===== src/rtl/fetcher_icache.sv =====
// fetcher_icache: instruction fetcher with a direct-mapped one-instruction-per-line cache.
// Ports:
//   clk, reset            clock; asynchronous active-high reset
//   core_state            scheduler state, a fetch is requested while it equals 3'b001
//   current_pc            address to fetch, held stable while fetching
//   cache_flush           one-cycle pulse that invalidates every line
//   mem_read_valid/address/ready/data   program memory read channel used on misses
//   fetcher_state         IDLE 3'b000, FETCHING 3'b001, FETCHED 3'b010
//   instruction           last fetched instruction, held until the next fetch completes
//   hit_count/miss_count  saturating lookup counters (COUNT_BITS wide, 16 by default)
module fetcher_icache #(
    parameter int PROGRAM_MEM_ADDR_BITS = 8,
    parameter int PROGRAM_MEM_DATA_BITS = 16,
    parameter int CACHE_LINES           = 16,
    parameter int COUNT_BITS            = 16
) (
    input  logic                             clk,
    input  logic                             reset,
    input  logic [2:0]                       core_state,
    input  logic [PROGRAM_MEM_ADDR_BITS-1:0] current_pc,
    input  logic                             cache_flush,
    output logic                             mem_read_valid,
    output logic [PROGRAM_MEM_ADDR_BITS-1:0] mem_read_address,
    input  logic                             mem_read_ready,
    input  logic [PROGRAM_MEM_DATA_BITS-1:0] mem_read_data,
    output logic [2:0]                       fetcher_state,
    output logic [PROGRAM_MEM_DATA_BITS-1:0] instruction,
    output logic [COUNT_BITS-1:0]            hit_count,
    output logic [COUNT_BITS-1:0]            miss_count
);
    localparam int AW = PROGRAM_MEM_ADDR_BITS;
    localparam int DW = PROGRAM_MEM_DATA_BITS;
    localparam int IB = $clog2(CACHE_LINES);
    localparam int TB = AW - IB;
    localparam logic [2:0] FETCH = 3'b001;

    typedef enum logic [2:0] {IDLE = 3'b000, FETCHING = 3'b001, FETCHED = 3'b010} state_t;

    state_t                 state_q, state_d;
    logic                   req_q, req_d;
    logic [AW-1:0]          addr_q, addr_d;
    logic [DW-1:0]          instr_q, instr_d;
    logic [CACHE_LINES-1:0] valid_q, valid_d;
    logic [COUNT_BITS-1:0]  hit_q, hit_d, miss_q, miss_d;
    logic [TB-1:0]          tag_q [CACHE_LINES];
    logic [DW-1:0]          data_q [CACHE_LINES];
    logic [IB-1:0]          idx, fill_idx;
    logic [TB-1:0]          tag, fill_tag;
    logic                   hit, fill;

    assign idx      = current_pc[IB-1:0];
    assign tag      = current_pc[AW-1:IB];
    // The fill targets the latched request address, so a pc change mid-fill cannot misplace the line.
    assign fill_idx = addr_q[IB-1:0];
    assign fill_tag = addr_q[AW-1:IB];
    assign hit      = valid_q[idx] && tag_q[idx] == tag;

    always_comb begin
        state_d = state_q;
        req_d   = req_q;
        addr_d  = addr_q;
        instr_d = instr_q;
        hit_d   = hit_q;
        miss_d  = miss_q;
        valid_d = cache_flush ? '0 : valid_q;
        fill    = 1'b0;
        case (state_q)
            IDLE: if (core_state == FETCH) begin
                if (hit && !cache_flush) begin
                    instr_d = data_q[idx];
                    state_d = FETCHED;
                    hit_d   = hit_q + COUNT_BITS'(hit_q != '1);
                end else begin
                    state_d = FETCHING;
                    req_d   = 1'b1;
                    addr_d  = current_pc;
                    miss_d  = miss_q + COUNT_BITS'(miss_q != '1);
                end
            end
            FETCHING: if (mem_read_ready) begin
                instr_d           = mem_read_data;
                req_d             = 1'b0;
                state_d           = FETCHED;
                // A flush landing with the data wins: deliver it but do not install it.
                fill              = !cache_flush;
                valid_d[fill_idx] = valid_d[fill_idx] | fill;
            end
            FETCHED: if (core_state != FETCH) state_d = IDLE;
            default: state_d = IDLE;
        endcase
    end

    always_ff @(posedge clk or posedge reset) begin
        if (reset) begin
            state_q <= IDLE;
            req_q   <= 1'b0;
            addr_q  <= '0;
            instr_q <= '0;
            valid_q <= '0;
            hit_q   <= '0;
            miss_q  <= '0;
        end else begin
            state_q <= state_d;
            req_q   <= req_d;
            addr_q  <= addr_d;
            instr_q <= instr_d;
            valid_q <= valid_d;
            hit_q   <= hit_d;
            miss_q  <= miss_d;
        end
    end

    always_ff @(posedge clk) begin
        if (fill) begin
            tag_q[fill_idx]  <= fill_tag;
            data_q[fill_idx] <= mem_read_data;
        end
    end

    assign mem_read_valid   = req_q;
    assign mem_read_address = addr_q;
    assign fetcher_state    = state_q;
    assign instruction      = instr_q;
    assign hit_count        = hit_q;
    assign miss_count       = miss_q;
endmodule


===== config.mk =====
export PLATFORM = sky130hd
export DESIGN_NAME = fetcher_icache
export DESIGN_NICKNAME = d
export VERILOG_FILES = /design/src/rtl/fetcher_icache.sv
export SDC_FILE = /design/constraint.sdc
export NUM_CORES = 1
export LEC_CHECK = 0
export ABC_AREA = 0
export BUFFER_PORTS_ARGS = -buffer_cell sky130_fd_sc_hd__buf_2
export CAP_MARGIN = 20
export CORE_MARGIN = 2
export CORE_UTILIZATION = 50
export DETAILED_ROUTE_END_ITERATION = 16
export PLACE_DENSITY = 0.73
export SYNTH_ARGS = -nofsm -noshare
export SYNTH_HDL_FRONTEND = slang
export SYNTH_SLANG_ARGS = --single-unit

===== constraint.sdc =====
create_clock -name clk -period 6 [get_ports clk]
set_input_delay 1.2 -clock clk [delete_from_list [all_inputs] [get_ports clk]]
set_output_delay 1.2 -clock clk [all_outputs]
set_load 0.005 [all_outputs]

After elaboration in Yosys (flattened, before gate mapping) --
Memories as Yosys holds them, arrays and structs flattened. Cells that the tools add are included.
Operators by class: add/sub/neg operators 2, reduce and logical (&&, ||, !) cells 11, div/mod/pow operators 0, equal/unequal tests 12, muxes and demuxes 27, magnitude comparators 3, $mul 0, bitwise gates (word level) 2, shift-type cells 0
Operators with widths (number):
- 16-bit 2-to-1 mux | 6
- 16-bit by 1-bit adder with 16-bit output | 2
- 16-bit != test, second input constant | 2
- 16-bit one-hot mux with 2 select lines | 1
- 16-bit bitwise mux | 1
- 4-bit by 5-bit less-than comparator with 1-bit output, second input constant | 2
- 1-bit 2-to-1 mux | 10
- 2-bit != test, second input constant | 5
- 3-bit 2-to-1 mux | 3
- 3-bit one-hot mux with 3 select lines | 1
- 3-bit AND reduction | 3
- 1-bit binary-select mux with 4-bit select | 2
- 4-bit AND reduction | 2
- 3-bit by 1-bit equality test with 1-bit output, second input constant | 2
- 1-bit demux with 4-bit select | 1
- 4-bit equality test | 1
- 4-bit by 1-bit >= comparator with 1-bit output, second input constant | 1
- 3-bit by 2-bit equality test with 1-bit output, second input constant | 1
- 1-bit logical AND | 3
- 3-bit logical NOT | 1
- 3-bit by 1-bit != test with 1-bit output, second input constant | 1
- 2-bit 2-to-1 mux | 1
- 1-bit one-hot mux with 2 select lines | 1
- 2-bit nonzero test | 1
- other kinds (3) | 3
Word-level totals: memories 2, register bits 76, ROM bits 0, RAM bits 320, bits of input ports 31, output and inout bits 60, word-level logic and storage cells 66, bits in latches 0
Memory list:
- data_q | words 16, width 16, read ports 1, clocked after Yosys merged registers in 0, write ports 1, RTL line 46 | logic [DW-1:0] data_q [CACHE_LINES];
- tag_q | words 16, width 4, read ports 1, clocked after Yosys merged registers in 0, write ports 1, RTL line 45 | logic [TB-1:0] tag_q [CACHE_LINES];

Longest topological paths before layout --
depth in word-level cells 7, gate-level depth with buffers 13, gate-level depth less buffers 12

Least setup slack after synthesis --
Ideal clock, no wire load.
kind input port to flip-flop, start point input port core_state[1], end point memory data_q[12][0] (netlist name) (enable), data required time 5.596 ns, stages 7, arrival time 3.872 ns, setup slack 1.724 ns, path buffers 1, library setup time 0.404 ns, cells stage by stage or4b_2 -> clkbuf_1 -> a21oi_1 -> nand2_1 -> nor3_1 -> nand3_1 -> a21oi_1
RTL lines:
- start: declaration | RTL line 19 | input logic [2:0] core_state,
- end: declaration | RTL line 46

Final worst setup path --
start point input port current_pc[1], end point register hit_q[0] (netlist: hit_count[0])
Between the ends: word-level cells in the longest chain between the ends 5, elaborated cells between the ends (all ways) 7, classes of those cells eq/ne: 1; mux: 2; reduce/logical: 3; memory: 1
Ends and longest elaborated chain:
- start: declaration | RTL line 20 | input logic [PROGRAM_MEM_ADDR_BITS-1:0] current_pc,
- memory read 16 x 4 bit or 1-bit binary-select mux with 4-bit select (tied branches)
- 4-bit equality test or 1-bit 2-to-1 mux (tied branches) | RTL line 56 | assign hit = valid_q[idx] && tag_q[idx] == tag;
- 1-bit logical AND * | RTL line 56
- 1-bit logical AND * | RTL line 69 | if (hit && !cache_flush) begin
- 3-bit AND reduction (no source line) *
- end signal: assignment | RTL line 108 | hit_q <= hit_d;
- end: declaration | RTL line 44 | logic [COUNT_BITS-1:0] hit_q, hit_d, miss_q, miss_d;
Every way passes the cells marked *; elsewhere a longest branch is shown, timed or not. The select of a mux whose other input is x is not followed. A chain may end at the register's enable or synchronous reset.

==> results_dict.tcl <==
set metrics [dict create \
    whs_path_depth 1 \
    cts_buffers 41 \
    worst_pin_slew_ns 0.958 \
    critical_path.top_delay_family "multiplexers" \
    clk_path_buf_depth 3 \
    syn_area_per_cell_sq_um 17.4 \
    worstHoldStart "hit_count[7]$_DFFE_PP0P_" \
    path_cells "buf_4 > mux4_2 > mux4_2 > xnor2_2 > o211ai_4 > buf_4 > nor3_1 > mux2_2" \
    max_stage_delay_ns 0.56 \
    drt-initial-drc-count 1016 \
    end_kind "register" \
    ys_types 49 \
    clk_latency_ns 0.52 \
    postSynthCellCount 937 \
    cpMaxStageDelayCell "mux4_2" \
    core_area_sq_um 32300 \
    grt-ovfl-total 0 \
    synth_edf_count 320 \
    htreeDepth 2 \
    maxCapViolCount 0 \
    gp_congestion 0.773 \
    first_pass_iters 7 \
    viasPerCell 6.01 \
    setup.worst_path.class "in2reg" \
    rows 66 \
    ys_async_sr_fraction_pct 19.0 \
    fin_nets 1071 \
    timing.fmax_ghz 0.262 \
    mostFrequentLayoutCell "edfxtp_1" \
    period_needed_ns 3.82 \
    p_leak_nw 6.41 \
    synth_area_sq_um 16300 \
    drv_slew 0 \
    hold_path.class "reg2reg" \
    crit_arrival_ns 4.22 \
    clk_pin_slew_worst_paths_ns 0.06 \
    r2r_start "fetcher_state[0]$_DFFE_PP0P_" \
    hold_path_end "hit_count[7]$_DFFE_PP0P_" \
    start_util_pct 50.4 \
    antenna_found_initial 2 \
    synth_ff_type "edfxtp_1" \
    setup_viol 0 \
    relSlewSlack_pct 36.1 \
    reg2reg_to "data_q[8][6]$_DFFE_PP_" \
    grt_max_degree 76 \
    clock_skew_ns 0.0120 \
    crit_fanout 35 \
    portBuffers 89 \
    cts_root_buffer "clkbuf_16" \
    die_height_microns 184 \
    reg2regPathDepth 7 \
    dieArea_sq_um 34000 \
    r2r_setup_slack_ns 2.25 \
    outcome "complete, no violations" \
    vdd_drop_max_mv 0.225 \
    hold_viol_final 0 \
    pin_count 91 \
    multi_input_area_sq_um 4500 \
    cts_tree "yes" \
    routed_wl_mm 36.0 \
    most-common-layout-cells "edfxtp_1 (320), buf_2 (87), mux4_2 (81), dfrtp_1 (75), nand2_1 (49)" \
    fp.dieW_microns 184 \
    start_kind "input pin" \
    drive_above_1_share_pct 28.0 \
    seq_area_frac_synth_pct 70.6 \
    grt_pass1_vias 8884 \
    wire_per_inst_microns 23.8 \
    post_cts_buffers 0 \
    syn-num-nets 972 \
    num-fill-cells 2402 \
    grt_pass1_wl_mm 54.6 \
    ant_nets 0 \
    grt_util_all_layers_pct 21.6 \
    yosysWarnings 0 \
    tns_ns 0 \
    syn2layout_area_growth_pct 14.2 \
    power.total_mw 6.07 \
    power_density_nw_per_um2 327 \
    drc 0 \
    hold_buffers 0 \
    dp_hpwl_mm 20.5 \
    route.vias.total 9064 \
    ys_ff_latch 395 \
    period_share_pct 63.7 \
    rsz0062_at_grt "no" \
    regArea_sq_um 11500 \
    ctsResizeCount 0 \
    worst_ep_required_time_ns 6.40 \
    crit_buf_inv 2 \
    cts_sinks 395 \
]
-- per-stage QoR --
step           instance area [sq um]  hold WS (ns)  utilization [%]  cells  setup WS (ns)
2_1_floorplan                  16300         0.457                -    937           1.72
3_3_place_gp                   17200         0.471             53.3   1435           1.66
5_1_grt                        18600         0.499             57.5   1508           1.92
6_report                       18600         0.484             57.5   1509           2.18
3_5_place_dp                   17200         0.478             53.3   1435           1.61
4_1_cts                        18600         0.486             57.5   1507           2.16
-- how the worst max path moves through the flow --
stage	to	start	cells after the start
2_1_floorplan	data_q[12][0]$_DFFE_PP_	core_state[1]	7
3_3_place_gp	hit_count[0]$_DFFE_PP0P_	current_pc[1]	8
3_5_place_dp	hit_count[0]$_DFFE_PP0P_	current_pc[1]	8
4_1_cts	hit_count[0]$_DFFE_PP0P_	current_pc[1]	8
5_1_grt	instruction[12]$_DFFE_PP0P_	current_pc[0]	8
6_report	hit_count[0]$_DFFE_PP0P_	current_pc[1]	8
-- flip-flops by register name, summed over array words and instances, names as in the netlist --
name,cells
instruction,16
miss_count,16
mem_read_address,8
data_q,256
mem_read_valid,1
tag_q,64
hit_count,16
fetcher_state,2
valid_q,16
-- per-layer routing --
layer	share of wire (%)	wire [microns]	global-route usage, %
met1	41	14700	31.0
met2	49	17600	35.1
met3	8.5	3040	3.46
met4	1.8	633	5.06
met5	0	0	0
-- report_power, final --
group          switching (mW)  internal (mW)
Combinational           0.239          0.158
Sequential             0.0811           3.04
Clock                   0.983           1.57
-- cell usage after synthesis (20+ instances only) --
cell type / instances / area [sq um]
nor2b_1: 21 / 131
dfrtp_1: 75 / 1880
or3_1: 20 / 125
nand2_1: 49 / 184
clkbuf_1: 27 / 101
mux4_2: 81 / 1820
buf_2: 21 / 105
nor2_1: 58 / 218
mux2i_1: 30 / 300
edfxtp_1: 320 / 9610
nand3_1: 25 / 125
-- area by class of cell --
cell class,instances,area share (%)
sequential,395,61.8
antenna,2,0.0269
multi-input combinational,472,24.2
inverter,12,0.249
clock inverter,14,1.18
clock buffer,58,6.10
timing repair buffer,114,3.43
tap,442,2.98
-- logic make-up (layout without fill, tap and decap cells) --
family	count (synthesis)	count (layout)	share of synthesized area, %
compound gates	97	97	4.53
mux	123	123	13.9
fa+ha+maj	4	4	0.308
flops	395	395	70.6
buf+inv	70	198	2.03
simple gates	218	218	7.03
other cells	1	3	0.0230
xor+xnor	29	29	1.61
Note: power is estimated with default switching activity, not from simulation.
